<file path="config.mk">
export PLATFORM = sky130hd
export DESIGN_NAME = pipeline_ctrl
export DESIGN_NICKNAME = d
export VERILOG_FILES = /design/src/rtl/pipeline_pkg.sv /design/src/rtl/pipeline_ctrl_if.sv /design/src/rtl/pipeline_ctrl_hazard_detect.sv /design/src/rtl/pipeline_ctrl.sv
export SDC_FILE = /design/constraint.sdc
export NUM_CORES = 1
export LEC_CHECK = 0
export BUFFER_PORTS_ARGS = -buffer_cell sky130_fd_sc_hd__buf_2
export CAP_MARGIN = 40
export CORE_MARGIN = 10
export CORE_UTILIZATION = 25
export CTS_CLUSTER_DIAMETER = 80
export DETAILED_ROUTE_END_ITERATION = 7
export GPL_TIMING_DRIVEN = 0
export SLEW_MARGIN = 20
export SYNTH_ARGS = -nofsm -noshare
export SYNTH_HDL_FRONTEND = slang
export SYNTH_HIERARCHICAL = 1
export SYNTH_SLANG_ARGS = --single-unit
</file>
<file path="constraint.sdc">
create_clock -name CLK -period 7 [get_ports CLK]
set_input_delay 1.05 -clock CLK [delete_from_list [all_inputs] [get_ports CLK]]
set_output_delay 1.05 -clock CLK [all_outputs]
set_load 0.03 [all_outputs]
</file>
<file path="src/rtl/pipeline_pkg.sv">
// Shared types and constants for the pipeline hazard/redirect controller.
package pipeline_pkg;

  typedef enum logic [0:0] {
    RUN        = 1'b0,
    REDIR_WAIT = 1'b1
  } state_e;

  localparam logic [31:0] NOP = 32'h0000_0000;

endpackage

</file>
<file path="src/rtl/pipeline_ctrl_if.sv">
// Decode/execute register-usage bundle feeding the load-use comparator.
interface pipeline_ctrl_if;
  logic [4:0] rs1D;
  logic [4:0] rs2D;
  logic       use_rs1D;
  logic       use_rs2D;
  logic [4:0] rdE;
  logic       is_loadE;
  logic       load_use;

  modport master (
    output rs1D, rs2D, use_rs1D, use_rs2D, rdE, is_loadE,
    input  load_use
  );

  modport slave (
    input  rs1D, rs2D, use_rs1D, use_rs2D, rdE, is_loadE,
    output load_use
  );
endinterface

</file>
<file path="src/rtl/pipeline_ctrl_hazard_detect.sv">
// Combinational load-use detector: a load in E whose destination feeds D.
module hazard_detect (
  pipeline_ctrl_if.slave hz
);
  logic rs1_hit;
  logic rs2_hit;

  // x0 is hardwired zero, so a load targeting it never creates a dependency
  assign rs1_hit     = hz.use_rs1D && (hz.rs1D == hz.rdE);
  assign rs2_hit     = hz.use_rs2D && (hz.rs2D == hz.rdE);
  assign hz.load_use = hz.is_loadE && (hz.rdE != 5'd0) && (rs1_hit || rs2_hit);
endmodule

</file>
<file path="src/rtl/pipeline_ctrl.sv">
// Pipeline stall/flush/redirect controller with stall and flush counters.
//
// state      | meaning
// RUN        | normal flow; redirects complete in their capture cycle
// REDIR_WAIT | redirect pending in pend_pc until fetch accepts it
module pipeline_ctrl
  import pipeline_pkg::*;
#(
  parameter int CNT_W = 32
) (
  input  logic             CLK,
  input  logic             RST,
  input  logic [4:0]       rs1D,
  input  logic [4:0]       rs2D,
  input  logic             use_rs1D,
  input  logic             use_rs2D,
  input  logic [4:0]       rdE,
  input  logic             is_loadE,
  input  logic             dmem_busy,
  input  logic             fetch_ready,
  input  logic             fail_predictD,
  input  logic             fail_predictE,
  input  logic [31:0]      targetD,
  input  logic [31:0]      targetE,
  output logic             stallF,
  output logic             stallD,
  output logic             stallE,
  output logic             flushD,
  output logic             flushE,
  output logic             redirect_valid,
  output logic [31:0]      redirect_pc,
  output logic [CNT_W-1:0] stall_cnt,
  output logic [CNT_W-1:0] flush_cnt
);

  state_e            state_q, state_d;
  logic [31:0]       pend_pc_q, pend_pc_d;
  logic [CNT_W-1:0]  stall_cnt_q, stall_cnt_d;
  logic [CNT_W-1:0]  flush_cnt_q, flush_cnt_d;
  logic              load_use;
  logic              capture;
  logic [31:0]       cap_pc;

  pipeline_ctrl_if hz_if ();

  assign hz_if.rs1D     = rs1D;
  assign hz_if.rs2D     = rs2D;
  assign hz_if.use_rs1D = use_rs1D;
  assign hz_if.use_rs2D = use_rs2D;
  assign hz_if.rdE      = rdE;
  assign hz_if.is_loadE = is_loadE;
  assign load_use       = hz_if.load_use;

  hazard_detect u_hazard (
    .hz (hz_if.slave)
  );

  // A memory stall freezes everything, so mispredictions are only taken when dmem is ready.
  // E is older than D, so its redirect wins when both fire.
  assign capture = !RST && !dmem_busy && (fail_predictD || fail_predictE);
  assign cap_pc  = fail_predictE ? targetE : targetD;

  // State register, pending PC and counters
  always_ff @(posedge CLK) begin
    if (RST) begin
      state_q     <= RUN;
      pend_pc_q   <= NOP;
      stall_cnt_q <= '0;
      flush_cnt_q <= '0;
    end else begin
      state_q     <= state_d;
      pend_pc_q   <= pend_pc_d;
      stall_cnt_q <= stall_cnt_d;
      flush_cnt_q <= flush_cnt_d;
    end
  end

  // Next-state, pending-PC and counter update
  always_comb begin
    state_d     = state_q;
    pend_pc_d   = pend_pc_q;
    stall_cnt_d = stall_cnt_q + {{(CNT_W-1){1'b0}}, stallF};
    flush_cnt_d = flush_cnt_q + {{(CNT_W-1){1'b0}}, capture};
    if (!dmem_busy) begin
      if (capture) begin
        if (fetch_ready) begin
          state_d = RUN;
        end else begin
          state_d   = REDIR_WAIT;
          pend_pc_d = cap_pc;
        end
      end else if (state_q == REDIR_WAIT && fetch_ready) begin
        state_d = RUN;
      end
    end
  end

  // Stall, flush and redirect outputs
  always_comb begin
    stallF         = 1'b0;
    stallD         = 1'b0;
    stallE         = 1'b0;
    flushD         = 1'b0;
    flushE         = 1'b0;
    redirect_valid = 1'b0;
    redirect_pc    = NOP;
    if (!RST) begin
      if (state_q == REDIR_WAIT) begin
        redirect_valid = 1'b1;
        redirect_pc    = pend_pc_q;
      end
      if (dmem_busy) begin
        stallF = 1'b1;
        stallD = 1'b1;
        stallE = 1'b1;
      end else if (capture) begin
        flushD         = 1'b1;
        flushE         = fail_predictE;
        redirect_valid = 1'b1;
        redirect_pc    = cap_pc;
      end else begin
        flushD = (state_q == REDIR_WAIT);
        if (load_use) begin
          stallF = 1'b1;
          stallD = 1'b1;
          flushE = 1'b1;
        end
      end
    end
  end

  assign stall_cnt = stall_cnt_q;
  assign flush_cnt = flush_cnt_q;

endmodule

</file>
=== Word level (Yosys, flattened, before mapping) ===
Index checks and enable logic that the tools add are counted.
Widths: inputs -> output; s select.

* Bits of input ports: 88
* Logic and storage cells: 49
* Output and inout port bits: 102
* Register bits: 97

* Bitwise gates (word level): 2
* Reduce and logical (&&, ||, !) cells: 15
* Add/subtract/negate cells: 2
* Mux-type cells: 24
* Equal/unequal tests: 2

{| class="wikitable"
|+ Operators by type and width
! operator !! number
|-
| $mux 32 || 5
|-
| $add 32x1->32 || 2
|-
| $mux 1 || 19
|-
| $eq 5x5->1 || 2
|-
| $logic_and 1x1->1 || 7
|-
| $reduce_bool 5->1 || 1
|-
| $reduce_and 3->1 || 1
|-
| $logic_not 1->1 || 2
|-
| $logic_or 1x1->1 || 2
|-
| $not 1->1 || 2
|-
| $reduce_and 2->1 || 1
|-
| $reduce_bool 2->1 || 1
|}

=== Longest topological paths before layout ===
* Depth after elaboration: 9
* Mapped depth: 14
* Gate-level depth less buffers: 12

=== Hierarchy ===
Netlist, hierarchy kept.

{| class="wikitable"
|+ Modules (own cells, without submodules)
! module !! seq. area each (um^2) !! area each (um^2) !! cells an instance !! times used
|-
| pipeline_ctrl || 1,941.9 || 4,914.7 || 588 || 1
|-
| hazard_detect || 0.0 || 133.9 || 17 || 1
|}

=== Least setup slack after synthesis ===
Ideal clock, no wire load.

* Path kind: input port to flip-flop
* Start: in fail_predictE
* End: reg stall_cnt_q[26], in the netlist stall_cnt[26]
* Cell stages on the path: 14
* Arrival time: 4.307 ns
* Slack: 2.573 ns
* Required time: 6.879 ns
* Setup time: 0.121 ns
* Cells stage by stage: clkbuf_1 > nor2_1 > or3_1 > clkbuf_1 > clkbuf_1 > a21oi_1 > nor2_1 > ha_1 > ha_1 > nand3_1 > or2_2 > clkbuf_1 > nor4b_1 > mux2_2

* Longest elaborated chain between the ends: 6

{| class="wikitable"
|+ Ends and longest elaborated chain
! what !! RTL line !! text
|-
| start, declared || pipeline_ctrl.sv:22 || <nowiki>input logic fail_predictE,</nowiki>
|-
| $logic_or 1x1->1 || pipeline_ctrl.sv:60 || <nowiki>assign capture = !RST && !dmem_busy && (fail_predictD || fail_predictE);</nowiki>
|-
| $logic_and 1x1->1 || pipeline_ctrl.sv:60 ||
|-
| $mux 1 (3 in series) || -- ||
|-
| named net stallD || pipeline_ctrl.sv:26 || <nowiki>output logic stallD,</nowiki>
|-
| $add 32x1->32 || pipeline_ctrl.sv:82 || <nowiki>stall_cnt_d = stall_cnt_q + {{(CNT_W-1){1'b0}}, stallF};</nowiki>
|-
| end signal, assigned || pipeline_ctrl.sv:73 || <nowiki>stall_cnt_q <= stall_cnt_d;</nowiki>
|-
| end, declared || pipeline_ctrl.sv:38 || <nowiki>logic [CNT_W-1:0] stall_cnt_q, stall_cnt_d;</nowiki>
|}

The timed path passes the listed nets, and every way through them passes these cells.
A chain may end at the register's enable or synchronous reset.

=== Worst setup path in the final report ===
* Start: in fail_predictE
* End: reg flush_cnt_q[28], in the netlist flush_cnt[28]

* Longest elaborated chain between the ends: 3

{| class="wikitable"
|+ Ends and longest elaborated chain
! what !! RTL line !! text
|-
| $logic_or 1x1->1 || pipeline_ctrl.sv:60 ||
|-
| $logic_and 1x1->1 || pipeline_ctrl.sv:60 ||
|-
| $add 32x1->32 || pipeline_ctrl.sv:83 || <nowiki>flush_cnt_d = flush_cnt_q + {{(CNT_W-1){1'b0}}, capture};</nowiki>
|-
| end signal, assigned || pipeline_ctrl.sv:74 || <nowiki>flush_cnt_q <= flush_cnt_d;</nowiki>
|-
| end, declared || pipeline_ctrl.sv:39 || <nowiki>logic [CNT_W-1:0] flush_cnt_q, flush_cnt_d;</nowiki>
|}

Every way passes these cells.

==> summary.md <==
| Metric | Value |
|---|---|
| Io pins | `190` |
| Net Count, Synth | `698` |
| Worst-skew pair later-pin latency | `0.35 ns` |
| Final Cell Area | `0.00666 sq mm` |
| # DRC | `0` |
| Row count | `51` |
| Vias | `5,169` |
| Vias per cell | `4.81` |
| Die ar. | `0.0263 sq mm` |
| Crit end category | `register` |
| Cell variety after synth | `40` |
| Dpl hpwl | `13.8 mm` |
| First-pass GRT wire length | `28.1 mm` |
| Crit path required time | `7.27 ns` |
| Share of cells above drive strength 1 | `0.278` |
| Startpoint Class | `input port` |
| Initial antenna violation count | `0` |
| Root Buffer | `clkbuf_16` |
| Hold Path Origin | `flush_cnt[26]` |
| Detailed Routing Iterations Pass 1 | `5` |
| Starting Density | `0.257` |
| P_leak | `2.68 nW` |
| Yosys reg bits | `97` |
| Sequential-to-total area share from yosys stat | `0.385` |
| Routability cong. | `0.845` |
| Yosys top cell by area | `dfxtp_1` |
| WL per Instance | `16.2 microns` |
| # clock sinks | `97` |
| VDD IR max | `0.101 mV` |
| Final ANT Viol Nets | `0` |
| Max Used Layer | `met4` |
| Crit path max-delay cell type | `or4b_2` |
| Pin count of the biggest net entering global routing | `17` |
| Mapped cell area | `0.00505 sq mm` |
| Nets@finish | `898` |
| Met3 WL post-DR | `1.54 mm` |
| RSZ-0062 raised after global routing | `false` |
| DR iter-0 viols | `221` |
| Final Skew | `0.0102 ns` |
| Clock Path Buffers | `2` |
| Ant diodes | `0` |
| Fin crit share | `0.658` |
| Yosys top cell area share | `0.385` |
| Layout area overhead | `31.8%` |
| IO buf count | `188` |
| Most common cell on crit path | `clkbuf_1` |
| Max Freq | `0.217 GHz` |
| H-Tree Depth | `3` |
| Post-layout util | `0.339` |
| Tmin final | `4.60 ns` |
| WP data arrival | `4.88 ns` |
| Synth area leaders | `dfxtp_1 (38%), mux2i_1 (6.3%), nand3_1 (5.6%)` |
| Vias in the first global route | `5,280` |
| Syn_area_per_cell | `8.34 sq um` |
| Worst setup path startpoint | `fail_predictE` |
| Worst-path clk slew | `0.07 ns` |
| Number of setup buffers added after CTS | `0` |
| TritonCTS clock tree | `done` |
| Hold WC Path Type | `register to register` |
| Core area | `0.0197 sq mm` |
| Post-DP Area | `0.00632 sq mm` |
| Slew HR | `0.377` |
| CTS Hold Bufs | `0` |
| PwrDens | `191 mW/mm^2` |
| Reg-to-Reg Start | `flush_cnt[0]` |
| DRT Wirelength | `17.4 mm` |
| Slowest stage delay, CP | `0.62 ns` |
| Critical path class | `input port to register` |
| Max-cap check violation count | `0` |
| Post-CTS sizing | `0` |
| Syn Inst Count | `605` |
| Critical-path cell list | `clkbuf_1 > nor2_1 > or3_1 > clkbuf_1 > clkbuf_1 > clkbuf_1 > inv_1 > ha_1 > ha_1 > nand4_1 > nor4_1 > or4b_2 > a21oi_1` |
| TritonCTS Buffers | `9` |
| DR WL met2 | `7.93 mm` |
| Setup TNS | `0 ns` |
| DIE HEIGHT | `162 microns` |
| Total gr overflow | `0` |
| Fin. max-slew vios | `0` |
| Actual slew at the worst max-slew pin | `0.926 ns` |
| Setup-failing EPs final | `0` |
| Gr usage total | `0.131` |
| CP max FO | `10` |
| Status | `finished, final reports clean` |
| YS warnings | `6` |
| Count of final hold-check violations | `0` |
| Routed metal-1 wire length | `7.70 mm` |
| Die X | `162 microns` |
==> worst max-delay path, delay by kind of cell <==
kind / cells / cell delay (ns)
compound gates: 1 / 0.15
buf+inv: 5 / 1.25
simple gates: 5 / 1.99
fa+ha+maj: 2 / 0.41
==> layout make-up <==
class | instances | area, sq um
clock inverters | 6 | 90.1
repair buffers | 189 | 946
plain buffers | 47 | 189
clock buffers | 10 | 239
well taps | 265 | 332
flip-flops and latches | 97 | 1940
inverters | 13 | 48.8
fillers | 2165 | 13000
multi-input cells | 448 | 2870
==> flip-flops by register name, summed over array words and instances (netlist names) <==
signal     count
flush_cnt     32
pend_pc_q     32
stall_cnt     32
state_q        1
==> synthesized netlist by cell type <==
cell type	count
nand4_1	12
or3_1	6
buf_6	1
o41ai_1	7
or4b_2	3
dfxtp_1	97
xor2_1	19
buf_1	10
or4b_1	1
clkbuf_1	34
mux2i_1	32
a21oi_1	32
inv_1	13
a211oi_1	32
o21ai_1	1
nor3_1	5
buf_4	1
nand3_1	56
and4_1	7
nor4_1	16
nand2_1	21
mux2_2	8
nor2_1	68
or2_2	2
xnor2_1	16
or4_1	17
o31ai_1	17
nor2b_1	15
buf_2	1
and3_1	4
nand4bb_1	2
nor4b_1	1
and2_1	2
or4_4	1
o21ai_0	35
nand2b_1	1
ha_1	5
nor4_2	2
nand4b_1	1
nand4_2	1
==> cells in the final DEF, fill, tap and decap left out, drive strengths merged, types with 2 or more instances in the layout <==
cell,Yosys,layout
nor2,68,68
buf,13,201
and4,7,7
or4b,4,4
xnor2,16,16
nand3,56,56
a211oi,32,32
and3,4,4
clkbuf,34,45
nand2,21,21
mux2,8,8
nand4bb,2,2
o31ai,17,17
ha,5,5
mux2i,32,32
bufinv,0,2
or4,18,18
o41ai,7,7
clkinv,0,2
nor2b,15,15
a21oi,32,32
and2,2,2
xor2,19,19
nand4,13,13
inv,13,14
or2,2,2
nor3,5,5
or3,6,6
nor4,18,18
o21ai,36,36
dfxtp,97,97
==> report_power, final <==
part	switching [mW]	leakage (nW)	total [mW]	internal, mW
combinational	0.0939	1.73	0.147	0.0536
clock	0.230	0.159	0.554	0.325
sequential	0.00593	0.785	0.568	0.562
==> final timing paths <==
kind / end / slack [ns] / cells past startpoint
min: flush_cnt[26] / 0.49 / 2
min reg2reg: flush_cnt[26] / 0.49 / 2
max: flush_cnt[28] / 2.40 / 13
max reg2reg: flush_cnt[28] / 4.43 / 6
==> through the flow <==
step	instances	worst slack, ns	total power [mW]	hold slack (ns)
2_1_floorplan	605	2.57	0.667	0.478
3_3_place_gp	1058	1.98	0.729	0.470
3_5_place_dp	1058	2.03	0.730	0.479
4_1_cts	1074	2.40	1.29	0.490
5_1_grt	1075	2.02	1.33	0.517
6_report	1075	2.40	1.27	0.493
==> layer usage <==
layer / track usage / up-vias
li1: - / 2613
met1: 0.158 / 2367
met2: 0.211 / 177
met3: 0.0468 / 12
met4: 0.0438 / 0
met5: 0 / -
==> cells by family (layout without fill, tap and decap cells) <==
logic type,Yosys count,in the layout,synth area share
and+or+nand+nor,244,244,0.261
AOI/OAI and AO/OA,124,124,0.152
DFF,97,97,0.385
buffers and inverters,60,265,0.0471
muxes,40,40,0.0813
xor gates and xnor gates,35,35,0.0607
adders and majority gates,5,5,0.0124
(Power assumes the default switching activity.)
